===== src/rtl/k2mm_ctrl_pkg.sv =====
// Shared types and helpers for the k2mm run controller.
// Holds the controller state enum, nibble-count helpers and the checksum fold.
// No ports; imported by k2mm_run_ctrl and nibble_serializer.
package k2mm_ctrl_pkg;

  typedef enum logic [2:0] {
    DELAY  = 3'd0,
    START  = 3'd1,
    WAIT   = 3'd2,
    NEXT   = 3'd3,
    REPORT = 3'd4,
    HALT   = 3'd5
  } k2mm_state_e;

  localparam int NIB_W      = 4;
  // Widest word the checksum fold handles; DATA_W must not exceed this.
  localparam int MAX_FOLD_W = 64;

  // Number of report nibbles a field of width w occupies.
  function automatic int nib_cnt(input int w);
    return w / NIB_W;
  endfunction

  // chk <- rotl(chk, 1) ^ din over the low w bits (upper bits stay zero).
  function automatic logic [MAX_FOLD_W-1:0] chk_fold(input logic [MAX_FOLD_W-1:0] chk,
                                                     input logic [MAX_FOLD_W-1:0] din,
                                                     input int                    w);
    logic [MAX_FOLD_W-1:0] rot;
    rot = '0;
    for (int i = 0; i < MAX_FOLD_W; i++) begin
      if (i < w) rot[i] = chk[(i + w - 1) % w];
    end
    return rot ^ din;
  endfunction

endpackage


===== src/rtl/k2mm_run_ctrl_nibble_serializer.sv =====
// Shifts a loaded snapshot word out 4 bits per cycle, MSB nibble first.
// Latency: first nibble one cycle after the load cycle; one nibble per cycle after that.
// Ports: load/word in; data_out/data_valid out; done marks the last valid nibble.
module nibble_serializer
  import k2mm_ctrl_pkg::*;
#(
  parameter int W = 64
) (
  input  logic         clk,
  input  logic         rst_n,
  input  logic         load,
  input  logic [W-1:0] word,
  output logic [3:0]   data_out,
  output logic         data_valid,
  output logic         done
);

  localparam int NIBS  = W / NIB_W;
  localparam int CNT_W = $clog2(NIBS + 1);

  logic [W-1:0]     sreg;
  logic [CNT_W-1:0] cnt;

  always_ff @(posedge clk or negedge rst_n) begin
    if (!rst_n) begin
      sreg       <= '0;
      cnt        <= '0;
      data_out   <= 4'h0;
      data_valid <= 1'b0;
    end else if (load) begin
      sreg       <= word;
      cnt        <= CNT_W'(NIBS);
      data_out   <= 4'h0;
      data_valid <= 1'b0;
    end else if (cnt != '0) begin
      data_out   <= sreg[W-1 -: 4];
      data_valid <= 1'b1;
      sreg       <= sreg << NIB_W;
      cnt        <= cnt - CNT_W'(1);
    end else begin
      data_out   <= 4'h0;
      data_valid <= 1'b0;
    end
  end

  // The counter has already reached zero while the final nibble is on the pins.
  assign done = data_valid && (cnt == '0);

endmodule


===== src/rtl/k2mm_run_ctrl.sv =====
// Run controller: drives ap_ctrl_hs for NUM_RUNS back-to-back kernel runs, checksums E_out, then reports.
// Ports: kern_start/ready/done handshake, E_out tap, probe_out window flag, data_out/data_valid nibble report.
// Optional K2MM_CYCLE_REPORT_EN: builds the saturating cycle counter and appends it to the report.
module k2mm_run_ctrl
  import k2mm_ctrl_pkg::*;
#(
  parameter int DATA_W    = 32,
  parameter int NUM_RUNS  = 1000,
  parameter int START_DLY = 256,
  parameter int CYC_W     = 32
) (
  input  logic              ap_clk,
  input  logic              ap_rst_n,
  output logic              kern_start,
  input  logic              kern_ready,
  input  logic              kern_done,
  input  logic              E_out_write,
  input  logic [DATA_W-1:0] E_out_din,
  output logic              probe_out,
  output logic [3:0]        data_out,
  output logic              data_valid
);

  localparam int RUN_W    = $clog2(NUM_RUNS + 1);
  localparam int DLY_W    = (START_DLY > 0) ? $clog2(START_DLY + 1) : 1;
  // DELAY lasts START_DLY cycles (at least one, as it is the reset state).
  localparam int DLY_LAST = (START_DLY > 0) ? START_DLY - 1 : 0;
  localparam int CHK_NIBS = nib_cnt(DATA_W);
  localparam int CYC_NIBS = nib_cnt(CYC_W);
`ifdef K2MM_CYCLE_REPORT_EN
  localparam bit CYC_EN   = 1'b1;
`else
  localparam bit CYC_EN   = 1'b0;
`endif
  localparam int RPT_W    = NIB_W * (CHK_NIBS + (CYC_EN ? CYC_NIBS : 0));

  k2mm_state_e       state, nxt;
  logic [DLY_W-1:0]  dly_cnt;
  logic [RUN_W-1:0]  run_cnt;
  logic [DATA_W-1:0] chk, chk_nxt, chk_wr;
  logic [RPT_W-1:0]  rpt_word;
  logic              rpt_load;
  logic              ser_done;

  always_comb begin
    nxt      = state;
    rpt_load = 1'b0;
    case (state)
      DELAY:  if (dly_cnt == DLY_W'(DLY_LAST)) nxt = START;
      START:  if (kern_ready) nxt = kern_done ? NEXT : WAIT;
      WAIT:   if (kern_done) nxt = NEXT;
      NEXT: begin
        if (int'(run_cnt) + 1 < NUM_RUNS) begin
          nxt = START;
        end else begin
          nxt      = REPORT;
          rpt_load = 1'b1;
        end
      end
      REPORT: if (ser_done) nxt = HALT;
      HALT:   nxt = HALT;
      default: nxt = DELAY;
    endcase
  end

  always_comb begin
    chk_nxt = DATA_W'(chk_fold(MAX_FOLD_W'(chk), MAX_FOLD_W'(E_out_din), DATA_W));
    // Value chk takes at this edge, so the snapshot includes a write in the final NEXT cycle.
    chk_wr  = E_out_write ? chk_nxt : chk;
  end

  always_ff @(posedge ap_clk or negedge ap_rst_n) begin
    if (!ap_rst_n) begin
      state      <= DELAY;
      dly_cnt    <= '0;
      run_cnt    <= '0;
      chk        <= '0;
      kern_start <= 1'b0;
      probe_out  <= 1'b0;
    end else begin
      state      <= nxt;
      kern_start <= (nxt == START);
      if (state == DELAY) dly_cnt <= dly_cnt + DLY_W'(1);
      if (state == NEXT) run_cnt <= run_cnt + RUN_W'(1);
      if (E_out_write && state != HALT) chk <= chk_nxt;
      // Only DELAY->START is a first entry; the window closes on REPORT entry.
      if (state == DELAY && nxt == START) probe_out <= 1'b1;
      else if (rpt_load) probe_out <= 1'b0;
    end
  end

`ifdef K2MM_CYCLE_REPORT_EN
  logic [CYC_W-1:0] cyc_cnt, cyc_inc;

  // Saturating increment; the snapshot uses cyc_inc so the final NEXT cycle is counted.
  assign cyc_inc = (&cyc_cnt) ? cyc_cnt : cyc_cnt + CYC_W'(1);

  always_ff @(posedge ap_clk or negedge ap_rst_n) begin
    if (!ap_rst_n) begin
      cyc_cnt <= '0;
    end else if (state == START || state == WAIT || state == NEXT) begin
      cyc_cnt <= cyc_inc;
    end
  end

  assign rpt_word = {chk_wr, cyc_inc};
`else
  assign rpt_word = chk_wr;
`endif

  nibble_serializer #(
    .W (RPT_W)
  ) u_ser (
    .clk        (ap_clk),
    .rst_n      (ap_rst_n),
    .load       (rpt_load),
    .word       (rpt_word),
    .data_out   (data_out),
    .data_valid (data_valid),
    .done       (ser_done)
  );

endmodule


===== config.mk =====
export PLATFORM = sky130hd
export DESIGN_NAME = k2mm_run_ctrl
export DESIGN_NICKNAME = d
export VERILOG_FILES = /design/src/rtl/k2mm_ctrl_pkg.sv /design/src/rtl/k2mm_run_ctrl_nibble_serializer.sv /design/src/rtl/k2mm_run_ctrl.sv
export SDC_FILE = /design/constraint.sdc
export NUM_CORES = 1
export LEC_CHECK = 0
export ABC_CLOCK_PERIOD_IN_PS = 2650
export CORE_MARGIN = 2
export CORE_UTILIZATION = 50
export CTS_BUF_LIST = sky130_fd_sc_hd__clkbuf_2 sky130_fd_sc_hd__clkbuf_4 sky130_fd_sc_hd__clkbuf_8
export DETAILED_ROUTE_END_ITERATION = 6
export DONT_BUFFER_PORTS = 1
export PLACE_DENSITY = 0.69
export SLEW_MARGIN = 20
export SYNTH_ARGS = -nofsm -noshare
export SYNTH_HDL_FRONTEND = slang
export SYNTH_SLANG_ARGS = --single-unit

===== constraint.sdc =====
create_clock -name ap_clk -period 2.65 [get_ports ap_clk]
set_input_delay 0.265 -clock ap_clk [delete_from_list [all_inputs] [get_ports ap_clk]]
set_output_delay 0.265 -clock ap_clk [all_outputs]
set_load 0.005 [all_outputs]

# [After elaboration in Yosys (flattened, before gate mapping)]
# Index checks and enable logic that the tools add are counted.
[totals] regBits=97 wordCells=52
[classes] n_reduce_logical=8 magnitude_cmp=1 bitwise_logic=1 n_mux=20 eq_ne=8 n_addsub=4
[op_table] cell="2-to-1 mux 32 bit" n=3
[op_table] cell="XOR 32 bit" n=1
[op_table] cell="case mux 3 bit (6 select lines)" n=1
[op_table] cell="2-to-1 mux 4 bit" n=4
[op_table] cell="2-to-1 mux 3 bit" n=5
[op_table] cell="adder 10 x 1 -> 11 bit (second input constant)" n=1
[op_table] cell="less-than comparator 11 x 10 -> 1 bit (second input constant)" n=1
[op_table] cell="adder 10 x 1 -> 10 bit (second input constant)" n=1
[op_table] cell="adder 9 x 1 -> 9 bit (second input constant)" n=1
[op_table] cell="== test 9 x 8 -> 1 bit (second input constant)" n=1
[op_table] cell="2-to-1 mux 1 bit" n=7
[op_table] cell="== test 3 x 1 -> 1 bit (second input constant)" n=2
[op_table] cell="== test 3 x 2 -> 1 bit (second input constant)" n=2
[op_table] cell="== test 3 bit (second input constant)" n=2
[op_table] cell="zero test 4 bit" n=1
[op_table] cell="nonzero test 2 bit" n=2
[op_table] cell="nonzero test 4 bit" n=1
[op_table] cell="subtractor 4 x 1 -> 4 bit (second input constant)" n=1
[op_table] cell="logical AND 1 bit" n=3
[op_table] cell="zero test 3 bit" n=1
[op_table] cell="inequality test 3 bit (second input constant)" n=1

# [Longest topological paths before layout]
[logic_depth] word_depth=7 depth_mapped=8 ltp_nobuf=8

# [Cells and area by module]
# Synthesis repeated with hierarchy kept, for this count alone.
[hier_totals] hier_cells=529 area_unflattened_um2=4968.5
[modules_own_cells] mod="k2mm_run_ctrl" cells_per_inst=329 area_per_inst_um2=2991.6 instances=1
[modules_own_cells] mod="nibble_serializer" cells_per_inst=200 area_per_inst_um2=1976.9 instances=1

# [Worst setup path after synthesis]
# No wires, ideal clock.
[synth_path] path_type="flip-flop to flip-flop" startpoint="reg run_cnt[0]" endpoint="reg u_ser.sreg[10]" t_arrival_ps=2180 setup_slack_ps=391 t_required_ps=2571 setup_time_ps=79 stages_incl_launch_ff=7 period_less_slack_ps=2259 path_cell_list="dfrtp_1 -> ha_1 -> nand4b_1 -> o32a_1 -> a2111oi_4 -> buf_6 -> mux2i_1"
[synth_between] elab_chain_len=5 elab_cells_between_ends=6 classes_between="add/sub: 1; order compare: 1; mux: 3; reduce/logical: 1"
[synth_rtl] element="from (decl)" line_no="k2mm_run_ctrl.sv:39" rtl="logic [RUN_W-1:0] run_cnt;"
[synth_rtl] element="from (signal assigned)" line_no="k2mm_run_ctrl.sv:84" rtl="if (state == NEXT) run_cnt <= run_cnt + RUN_W'(1);"
[synth_rtl] element="adder 10 x 1 -> 11 bit *" line_no="k2mm_run_ctrl.sv:53" rtl="if (int'(run_cnt) + 1 < NUM_RUNS) begin"
[synth_rtl] element="less-than comparator 11 x 10 -> 1 bit *" line_no="k2mm_run_ctrl.sv:53"
[synth_rtl] element="2-to-1 mux 1 bit *" line_no="k2mm_run_ctrl.sv:53"
[synth_rtl] element="2-to-1 mux 1 bit *" line_no="k2mm_run_ctrl.sv:48" rtl="case (state)"
[synth_rtl] element="2-to-1 mux 32 bit or nonzero test 2 bit (tied branches)"
[synth_rtl] element="to (signal assigned)" line_no="k2mm_run_ctrl_nibble_serializer.sv:31" rtl="sreg <= word;"
[synth_rtl] element="to (signal assigned)" line_no="k2mm_run_ctrl_nibble_serializer.sv:38" rtl="sreg <= sreg << NIB_W;"
[synth_rtl] element="to (decl)" line_no="k2mm_run_ctrl_nibble_serializer.sv:21" rtl="logic [W-1:0] sreg;"
# Every way passes the cells marked *; elsewhere a longest branch is shown, timed or not.
# A chain may end at the register's enable or synchronous reset.

# [Worst setup path after layout]
[layout_path] startpoint="reg run_cnt[0]" endpoint="reg u_ser.sreg[18]"
# The elaborated chain is that of the path after synthesis.

==> results.md <==
- CP Cell Sequence: ha_1 > nand4b_1 > o32a_1 > a2111oi_4 > buf_12 > mux2i_1
- First-pass GRT wire length: 13700 µm
- Seq/Total Area, Yosys: 51.4%
- Setup Buffers After CTS: 0
- Synthesized flop and latch total: 97
- Initial antenna violation count: 0
- Most common cell after layout, fill and taps aside: dfrtp_1
- Pre-CTS WS: 0.326 ns
- Syn Nets: 494
- # setup viols final: 0
- Crit-path max cell delay: 0.45 ns
- DRC violations left: 0
- Most frequent cells in the layout: dfrtp_1, nand2_1, o21ai_0, mux2i_1, xnor2_1
- Final worst slack: 0.311 ns
- Vias: 2984
- Cell area after synthesis: 4720 µm²
- Unrepaired setup endpoints after global routing: false
- Core Rows: 35
- Asr flop ratio synth: 100%
- Top Family by Delay on Critical Path: compound AO/OA/AOI/OAI gates
- FILL cells: 814
- Main synth FF type: dfrtp_1
- Status: completed
- Hold/Removal Path Class: input pin to flop
- Wire per inst: 14.5 µm
- XOR/XNOR share of the synthesized area: 9.28%
- Die footprint: 10200 µm²
- Core Region: 9200 µm²
- Detailed placement HPWL: 5410 µm
- I/O Buffers: 0
- Sw Ratio: 29.9%
- Setup TNS: 0 ns
- Slew Limit Fails: 0
- Hold slack: 0.116 ns
- Combinational fraction of design power: 18.7%
- Final ANT Viol Nets: 0
- H-tree levels: 3
- Slowest CP cell: dfrtp_1
- Total power: 3.66 mW
- Ports: 44
- Cell Int Power: 2.56 mW
- Post-synthesis simple-gate area fraction: 11.5%
- Clk Latency, worst-skew pair: 0.36 ns
- Vias in the first global route: 2896
- Slew Limit Headroom: 34.9%
- Seq pwr share: 53.1%
- Initial drt markers: 108
- Drt first pass iters: 4
- Chip Height: 101 µm
- CTS buffer count: 9
- Layout Skew: 0.0113 ns
- Total GRT Usage: 17.2%
- VDD IR max: 0.000369 V
- EDFF count, synth: 0
- CP Launch Type: flop
- Worst setup path category: flop to flop
- RD Place Congestion: 0.773
- Synth Area in Compound Gates: 9.79%
- Largest cells by area after synthesis: dfrtp_1, mux2i_1, xnor2_1, o21ai_0, nand2_1
- Worst-path clk slew: 0.09 ns
- Main combinational cell family by area after synthesis: multiplexers
- Maximum capacitance violations: 0
- Clock buffer depth: 2
- Crit path DAT: 2.63 ns
- Clock share of power: 28.2%
- Initial Utilization: 51.3%
- Largest net degree at the start of global routing: 98
- Crit end category: flop
- Critical Path RT: 2.94 ns
- Fin. Hold Viols: 0
- Root Buffer: clkbuf_8
- CTS tree: yes
- Worst-path maximum fanout: 43
- Synth-to-Final Area Change: 6.66%
- CP Buf/Inv Count: 1
- Die width: 101 µm
- Mux share of post-synthesis cell area: 13.4%
- Synth warnings: 0
- Psw: 1.09 mW
- Max frequency: 428 MHz
- Synth cell types: 37
- Yosys top cell by area: dfrtp_1
- Fin crit share: 88.3%
- Area share of the largest cell type after synthesis: 51.4%
- Post-Synth Adder-Cell Area: 1.33%
- Mean area per synthesized cell: 10.4 µm²
- Slew @ Worst Pin: 0.973 ns
- Synthesized instance count: 452
- Layout cells sized above 1: 6.26%
- Min Tclk post-route: 2.34 ns
- Overflow after GRT: 0
- PD cells: 727 nW/µm²
- DRT Wirelength: 8080 µm
- Via-to-Cell Ratio: 5.35
- Pleak: 2.14 nW
- # diodes: 0
- Nets: 484
- Num Clock Sinks: 97
[metrics by stage]
step | cells | utilization, % | area (µm²)
final | 558 | 54.7 | 5030
after floorplan | 452 | - | 4720
after detailed placement | 540 | 51.9 | 4770
after CTS | 558 | 54.7 | 5030
after global placement | 540 | 51.9 | 4770
after global routing | 558 | 54.7 | 5030
[sequential cells by signal, indices dropped and copies added (netlist names)]
name and flops:
chk 32, u_ser.sreg 32, run_cnt 10, dly_cnt 9, u_ser.cnt 4, u_ser.data_out 4
state 3, kern_start 1, probe_out 1, u_ser.data_valid 1
[timing repair]
item	4_1_cts	5_1_grt
resized for setup	0	0
hold buffers	2	0
endpoints found under the hold margin	97	0
[power groups by stage]
stage               Combinational (mW)  Sequential [mW]  Clock, mW
global route                     0.795             1.99       1.12
floorplan                        0.609             1.88          0
finish                           0.685             1.94       1.03
global placement                 0.636             1.95          0
CTS                              0.696             1.95       1.06
detailed placement               0.658             1.98          0
[worst reg2reg max path: stages, from the launching register on]
cell       delay (ns)
dfrtp_1          0.45
ha_1             0.24
nand4b_1         0.19
o32a_1           0.40
a2111oi_4        0.41
buf_12           0.31
mux2i_1          0.26
[synth_stat cells (2+ instances only)]
master	instances
dfrtp_1	97
nand2_1	82
o21ai_0	69
mux2i_1	61
xnor2_1	45
clkbuf_1	19
nor2_1	11
inv_1	8
nor3b_1	6
ha_1	5
nand4_1	5
xor2_1	5
nand3_1	4
and3_1	3
buf_6	3
nor3_1	3
a31o_2	2
buf_1	2
mux2_2	2
nand3b_1	2
o211ai_1	2
[cells by family after synthesis]
kind of cell,count (synthesis)
fa+ha+maj,5
simple gates,122
mux,63
flops,97
compound gates,81
buf+inv,34
xor+xnor,50
[final timing paths]
kind | from | end | slack [ns] | cells after the start
min | E_out_din[23] | chk[23]$_DFFE_PN0P_ | 0.12 | 2
max reg2reg | run_cnt[0]$_DFFE_PN0P_ | u_ser.sreg[18]$_DFFE_PN0P_ | 0.31 | 6
min in group asynchronous | ap_rst_n | run_cnt[3]$_DFFE_PN0P_ | 0.46 | 2
max in group asynchronous | ap_rst_n | u_ser.sreg[6]$_DFFE_PN0P_ | 1.79 | 2
min reg2reg | run_cnt[9]$_DFFE_PN0P_ | run_cnt[9]$_DFFE_PN0P_ | 0.48 | 1
max | run_cnt[0]$_DFFE_PN0P_ | u_ser.sreg[18]$_DFFE_PN0P_ | 0.31 | 6
[layout make-up]
| type | instances | area [µm²] | share of cell area (%) |
|---|---|---|---|
| Clock buffer | 13 | 173 | 3.43 |
| Multi-Input combinational cell | 321 | 2140 | 42.6 |
| Sequential cell | 97 | 2430 | 48.2 |
| Tap cell | 111 | 139 | 2.76 |
| Inverter | 8 | 30.0 | 0.597 |
| Clock inverter | 3 | 47.5 | 0.945 |
| Timing Repair Buffer | 5 | 72.6 | 1.44 |
[metal layers]
metal  vias up  GRT usage [%]  part of all wire [%]  wire, µm
met2        39           27.5                    48      3860
met1      1423           22.4                    47      3810
met5         -              0                     0         0
li1       1514              -                     -         -
met4         0           5.30                   1.2        99
met3         8           5.66                   3.9       315
(Power assumes the default switching activity.)
